==> config.mk <==
export PLATFORM = sky130hd
export DESIGN_NAME = apb_master
export DESIGN_NICKNAME = d
export VERILOG_FILES = /design/src/rtl/apb_pkg.sv /design/src/rtl/apb_timeout_cnt.sv /design/src/rtl/apb_master.sv
export SDC_FILE = /design/constraint.sdc
export NUM_CORES = 1
export LEC_CHECK = 0
export ABC_AREA = 1
export CORE_ASPECT_RATIO = 1.75
export CORE_MARGIN = 8
export CORE_UTILIZATION = 28
export CTS_CLUSTER_DIAMETER = 150
export DETAILED_ROUTE_END_ITERATION = 7
export PLACE_DENSITY_LB_ADDON = 0.3
export SETUP_SLACK_MARGIN = 0.02
export SYNTH_ARGS = -nofsm -noshare
export SYNTH_HDL_FRONTEND = slang
export SYNTH_SLANG_ARGS = --single-unit
==> constraint.sdc <==
create_clock -name clk -period 1.4 [get_ports clk]
set_input_delay 0.42 -clock clk [delete_from_list [all_inputs] [get_ports clk]]
set_output_delay 0.42 -clock clk [all_outputs]
set_load 0.1 [all_outputs]
==> src/rtl/apb_pkg.sv <==
// Shared APB bus definitions: bridge FSM states, slave slots, register offsets.
package apb_pkg;

  typedef enum logic [1:0] {
    IDLE   = 2'd0,
    SETUP  = 2'd1,
    ACCESS = 2'd2
  } apb_state_e;

  // Slave slots decoded from the upper address bits
  localparam int unsigned GPIO_IDX = 0;
  localparam int unsigned UART_IDX = 1;

  // Register offsets shared by the GPIO and UART responders
  localparam int unsigned REG_CTL  = 1;
  localparam int unsigned REG_DIR  = 2;
  localparam int unsigned REG_PORT = 3;

endpackage

==> src/rtl/apb_timeout_cnt.sv <==
// ACCESS-phase wait counter; expired is high during the TIMEOUT-th waiting cycle.
module apb_timeout_cnt #(
  parameter int unsigned TIMEOUT = 16
) (
  input  logic clk,
  input  logic rst,
  input  logic clr,
  input  logic en,
  output logic expired
);

  localparam int unsigned CNT_W = (TIMEOUT > 2) ? $clog2(TIMEOUT) : 1;

  logic [CNT_W-1:0] cnt;

  // Count waiting cycles; hold once the limit is reached
  always_ff @(posedge clk) begin
    if (rst || clr) begin
      cnt <= '0;
    end else if (en && !expired) begin
      cnt <= cnt + CNT_W'(1);
    end
  end

  assign expired = (cnt == CNT_W'(TIMEOUT - 1));

endmodule

==> src/rtl/apb_master.sv <==
// APB bridge: one host request at a time, slave decode, SETUP/ACCESS with timeout.
module apb_master
  import apb_pkg::*;
#(
  parameter int unsigned ADDR_W  = 8,
  parameter int unsigned DATA_W  = 8,
  parameter int unsigned SLV_W   = 2,
  parameter int unsigned NSLV    = 2,
  parameter int unsigned TIMEOUT = 16
) (
  input  logic                   clk,
  input  logic                   rst,
  input  logic                   req_valid,
  output logic                   req_ready,
  input  logic                   req_write,
  input  logic [ADDR_W-1:0]      req_addr,
  input  logic [DATA_W-1:0]      req_wdata,
  output logic                   rsp_valid,
  output logic [DATA_W-1:0]      rsp_rdata,
  output logic                   rsp_err,
  output logic [NSLV-1:0]        psel,
  output logic                   penable,
  output logic                   pwrite,
  output logic [ADDR_W-1:0]      paddr,
  output logic [DATA_W-1:0]      pwdata,
  input  logic [NSLV*DATA_W-1:0] prdata,
  input  logic [NSLV-1:0]        pready,
  input  logic [NSLV-1:0]        pslverr
);

  apb_state_e        state;
  logic [SLV_W-1:0]  req_idx;
  logic              req_mapped;
  logic [NSLV-1:0]   req_sel;
  logic              sel_ready;
  logic              sel_err;
  logic [DATA_W-1:0] sel_rdata;
  logic              tmo_expired;

  assign req_idx   = req_addr[ADDR_W-1 -: SLV_W];
  assign req_ready = (state == IDLE) && !rst;

  // Decode the requested slave index into a one-hot select
  always_comb begin
    req_mapped = 1'b0;
    req_sel    = '0;
    for (int unsigned i = 0; i < NSLV; i++) begin
      if (req_idx == SLV_W'(i)) begin
        req_mapped = 1'b1;
        req_sel[i] = 1'b1;
      end
    end
  end

  // psel is one-hot while a transfer runs, so masking picks the selected slave only
  always_comb begin
    sel_rdata = '0;
    for (int unsigned i = 0; i < NSLV; i++) begin
      if (psel[i]) begin
        sel_rdata = sel_rdata | prdata[i*DATA_W +: DATA_W];
      end
    end
  end

  assign sel_ready = |(pready & psel);
  assign sel_err   = |(pslverr & psel);

  apb_timeout_cnt #(
    .TIMEOUT (TIMEOUT)
  ) u_timeout (
    .clk     (clk),
    .rst     (rst),
    .clr     (state == SETUP),
    .en      ((state == ACCESS) && !sel_ready),
    .expired (tmo_expired)
  );

  // Transfer FSM with registered bus and response outputs
  always_ff @(posedge clk) begin
    if (rst) begin
      state     <= IDLE;
      psel      <= '0;
      penable   <= 1'b0;
      pwrite    <= 1'b0;
      paddr     <= '0;
      pwdata    <= '0;
      rsp_valid <= 1'b0;
      rsp_rdata <= '0;
      rsp_err   <= 1'b0;
    end else begin
      rsp_valid <= 1'b0;
      case (state)
        IDLE: begin
          if (req_valid) begin
            pwrite <= req_write;
            paddr  <= req_addr;
            pwdata <= req_wdata;
            if (req_mapped) begin
              psel  <= req_sel;
              state <= SETUP;
            end else begin
              rsp_valid <= 1'b1;
              rsp_err   <= 1'b1;
              rsp_rdata <= '0;
            end
          end
        end
        SETUP: begin
          penable <= 1'b1;
          state   <= ACCESS;
        end
        ACCESS: begin
          if (sel_ready) begin
            rsp_valid <= 1'b1;
            rsp_err   <= sel_err;
            rsp_rdata <= pwrite ? '0 : sel_rdata;
            psel      <= '0;
            penable   <= 1'b0;
            state     <= IDLE;
          end else if (tmo_expired) begin
            rsp_valid <= 1'b1;
            rsp_err   <= 1'b1;
            rsp_rdata <= '0;
            psel      <= '0;
            penable   <= 1'b0;
            state     <= IDLE;
          end
        end
        default: begin
          psel    <= '0;
          penable <= 1'b0;
          state   <= IDLE;
        end
      endcase
    end
  end

endmodule
==> impl_metrics.yaml <==
drt:
  wl_met1_mm: 1.933
  viasPerCell: 4.382
  highest_layer: "met4"
  dr_wl_met2_mm: 2.966
  vias: 1788
  drtAntennaViolNets: 0
  wl_per_cell_um: 12.93
  routed_wirelength_mm: 5.277
  wl_met3_um: 263
  drt_iter0_drc: 71
  drc: 0
  drt-pass1-iter-count: 5
yosys:
  syn_inst: 240
  synth_seq_cells: 36
  syn_area_sq_um: 1688
  ys.flop_type: "dfxtp_1"
  synth_most_common_cell: "nor2_1"
  synth_edf_count: 0
  async_reset_ff_frac: 0
  syn_avg_cell_area_sq_um: 7.033
  synth_top_cell_area_share: 0.4270
  yosys.area.top_type: "dfxtp_1"
  synth_cell_types: 24
  synthTopCellsByArea: "dfxtp_1, nor2_1, nand2_1"
  yosys_warnings: 0
  synth_commonest_cells: "nor2_1, nand2_1, dfxtp_1"
  synth_fp_nets: 281
  ys_seq_area_frac: 0.4270
worst_setup_path:
  regToRegSetupSlack_ns: 0.08
  cp-start-kind: "register"
  timing.rr.end: "rsp_err$_SDFFE_PP0P_"
  ff2ff_path_depth: 9
  cp.arrival_ns: 1.08
  end_kind: "output port"
  criticalPathCategory: "reg -> out"
  r2r_start: "state[1]$_SDFFE_PP0P_"
  crit_fanout: 2
  timing.critical_path.required_ns: 0.98
placed_design:
  pre_cts_ws_ns: -0.2908
  place.detailed.hpwl_mm: 3.940
  placed_area_sq_um: 2849
  place_congestion: 0.7410
  dp.cells: 387
  port_buffers: 70
power_and_ir_drop:
  powerDensity_nw_per_um2: 1026
  internal_power_w: 0.002036
  switching_share: 0.3688
  p_leak_nw: 1.357
  power_w: 0.003225
  switchingPower_w: 0.001190
  p_seq_frac: 0.366
  vdd_ir_drop_max_mv: 0.4413
  combinationalPowerShare: 0.378
  power_frac_clock: 0.257
floorplanning:
  die_h_um: 118.7
  pin_count: 71
  rows: 37
  core_sq_um: 5833
  start_util: 0.2894
  die_area_sq_um: 8866
  die_x_um: 74.69
global_routing:
  grt_pass1_wl_mm: 8.335
  overflow: 0
  grt_antenna_before_repair: 0
  grt_pass1_vias: 1768
  grt_util_all_layers: 0.1208
  grt_start_max_net_pins: 28
timing:
  final_max_slew_viol_count: 0
  clock_skew_ns: 0.005152
  setup_viol: 1
  layout_setup_ws_ns: -0.1018
  relSlewSlack: 0.7878
  worst_pin_slew_ns: 0.3159
  rsz0062_at_grt: "true"
  fin_crit_ns: 1.502
  post-route-period-util: 1.073
  max_freq_ghz: 0.6659
  hold_viol: 0
clock_tree:
  tritoncts: "yes"
  htree_levels: 2
  hold_buffers: 0
  root_buffer: "clkbuf_8"
  clk_latency_ns: 0.29
  tritoncts_num_sinks: 36
  clk_pin_slew_ns: 0.07
  clockBufferDepth: 2
  numCtsBuffers: 5
final_layout:
  diodes: 0
  fin_area_sq_um: 3143
  layout.nets: 370
  fill_cells: 568
  finalNonFillerCells: 408
  area_growth_pct: 86.21
  final_layout_size_suffix_gt1_frac: 0.2879
min_path:
  hold_path_startpoint: "paddr[7]$_SDFFE_PP0P_"
  hold_end: "paddr[7]$_SDFFE_PP0P_"
  hold_depth: 2
  hp-class: "reg -> reg"
outcome:
  status: "finished, violations left"
  violations: "setup timing"
flow_run:
  maxCapViolations: 0
worst max-delay path, stage by stage, from the launching register on:
cell,delay [ns]
dfxtp_4,0.36
nor2_4,0.11
inv_2,0.06
nor2_4,0.09
buf_12,0.18
cells by family after synthesis:
family,count (synthesis),synth area share
AOI/OAI and AO/OA,35,0.1238
xor gates and xnor gates,2,0.01038
adders and majority gates,1,0.007412
buffers and inverters,37,0.09933
DFF,36,0.4270
and+or+nand+nor,129,0.3321
state kept, by name, summed over array words and instances, names as in the netlist:
signal / cells
u_timeout.cnt: 4
state: 2
pwrite: 1
psel: 2
penable: 1
pwdata: 8
rsp_valid: 1
paddr: 8
rsp_err: 1
rsp_rdata: 8
per-layer routing:
| metal | global-route usage | vias to the layer above |
|---|---|---|
| li1 | - | 930 |
| met1 | 0.1216 | 807 |
| met2 | 0.2204 | 43 |
| met3 | 0.02710 | 8 |
| met4 | 0.05556 | 0 |
| met5 | 0 | - |
power by group through the flow:
stage | Clock, W | Combinational (W) | Sequential [W]
after detailed placement | 0 | 0.00118 | 0.00121
after global routing | 0.000899 | 0.00128 | 0.00119
after global placement | 0 | 0.00117 | 0.00120
after floorplan | 0 | 0.000243 | 0.00163
after CTS | 0.000864 | 0.00120 | 0.00118
final | 0.000828 | 0.00122 | 0.00118
area by class of cell:
type / count / area (sq um) / area share
clock inverters: 1 / 5.005 / 0.001592
flip-flops and latches: 36 / 737.0 / 0.2345
multi-input cells: 169 / 910.9 / 0.2898
well taps: 78 / 97.59 / 0.03105
repair buffers: 89 / 1182 / 0.3762
clock buffers: 7 / 97.59 / 0.03105
inverters: 28 / 112.6 / 0.03583
metrics by stage:
stage | setup TNS (ns) | hold WS, ns | util
after floorplan | -0.05703 | 0.4695 | -
after global placement | -5.698 | 0.4836 | 0.4884
after detailed placement | -6.882 | 0.5033 | 0.4884
after CTS | -0.1171 | 0.5137 | 0.5139
after global routing | -0.1580 | 0.5254 | 0.5388
final | -0.1018 | 0.5093 | 0.5388
timing repair:
action                     in CTS  in global routing
setup endpoints to repair       5                 19
buffers inserted                3                  8
gates resized for setup         7                 15
cloned                          0                  2
pin swaps                       3                  8
layout by cell type (no fill, tap or decap), drive strengths merged:
cell / n
nor2: 58
nand2: 56
buf: 50
clkdlybuf4s50: 36
dfxtp: 36
inv: 28
o21ai: 20
nand3: 15
a21oi: 15
clkbuf: 7
dlymetal6s2s: 2
nor3: 1
xor2: 1
nand4: 1
xnor2: 1
ha: 1
clkinv: 1
dlygate4sd2: 1
worst max-delay path by stage:
stage,startpoint,end,depth (start not counted),slack (ns)
3_3_place_gp,pready[1],rsp_rdata[0]$_SDFFE_PP0P_,7,-0.25
6_report,state[1]$_SDFFE_PP0P_,req_ready,4,-0.10
2_1_floorplan,rst,req_ready,2,-0.06
5_1_grt,state[1]$_SDFFE_PP0P_,req_ready,4,-0.16
3_5_place_dp,pready[0],rsp_rdata[2]$_SDFFE_PP0P_,7,-0.29
4_1_cts,state[1]$_SDFFE_PP0P_,req_ready,4,-0.12
No activity file was read; power rests on OpenSTA's default activity.
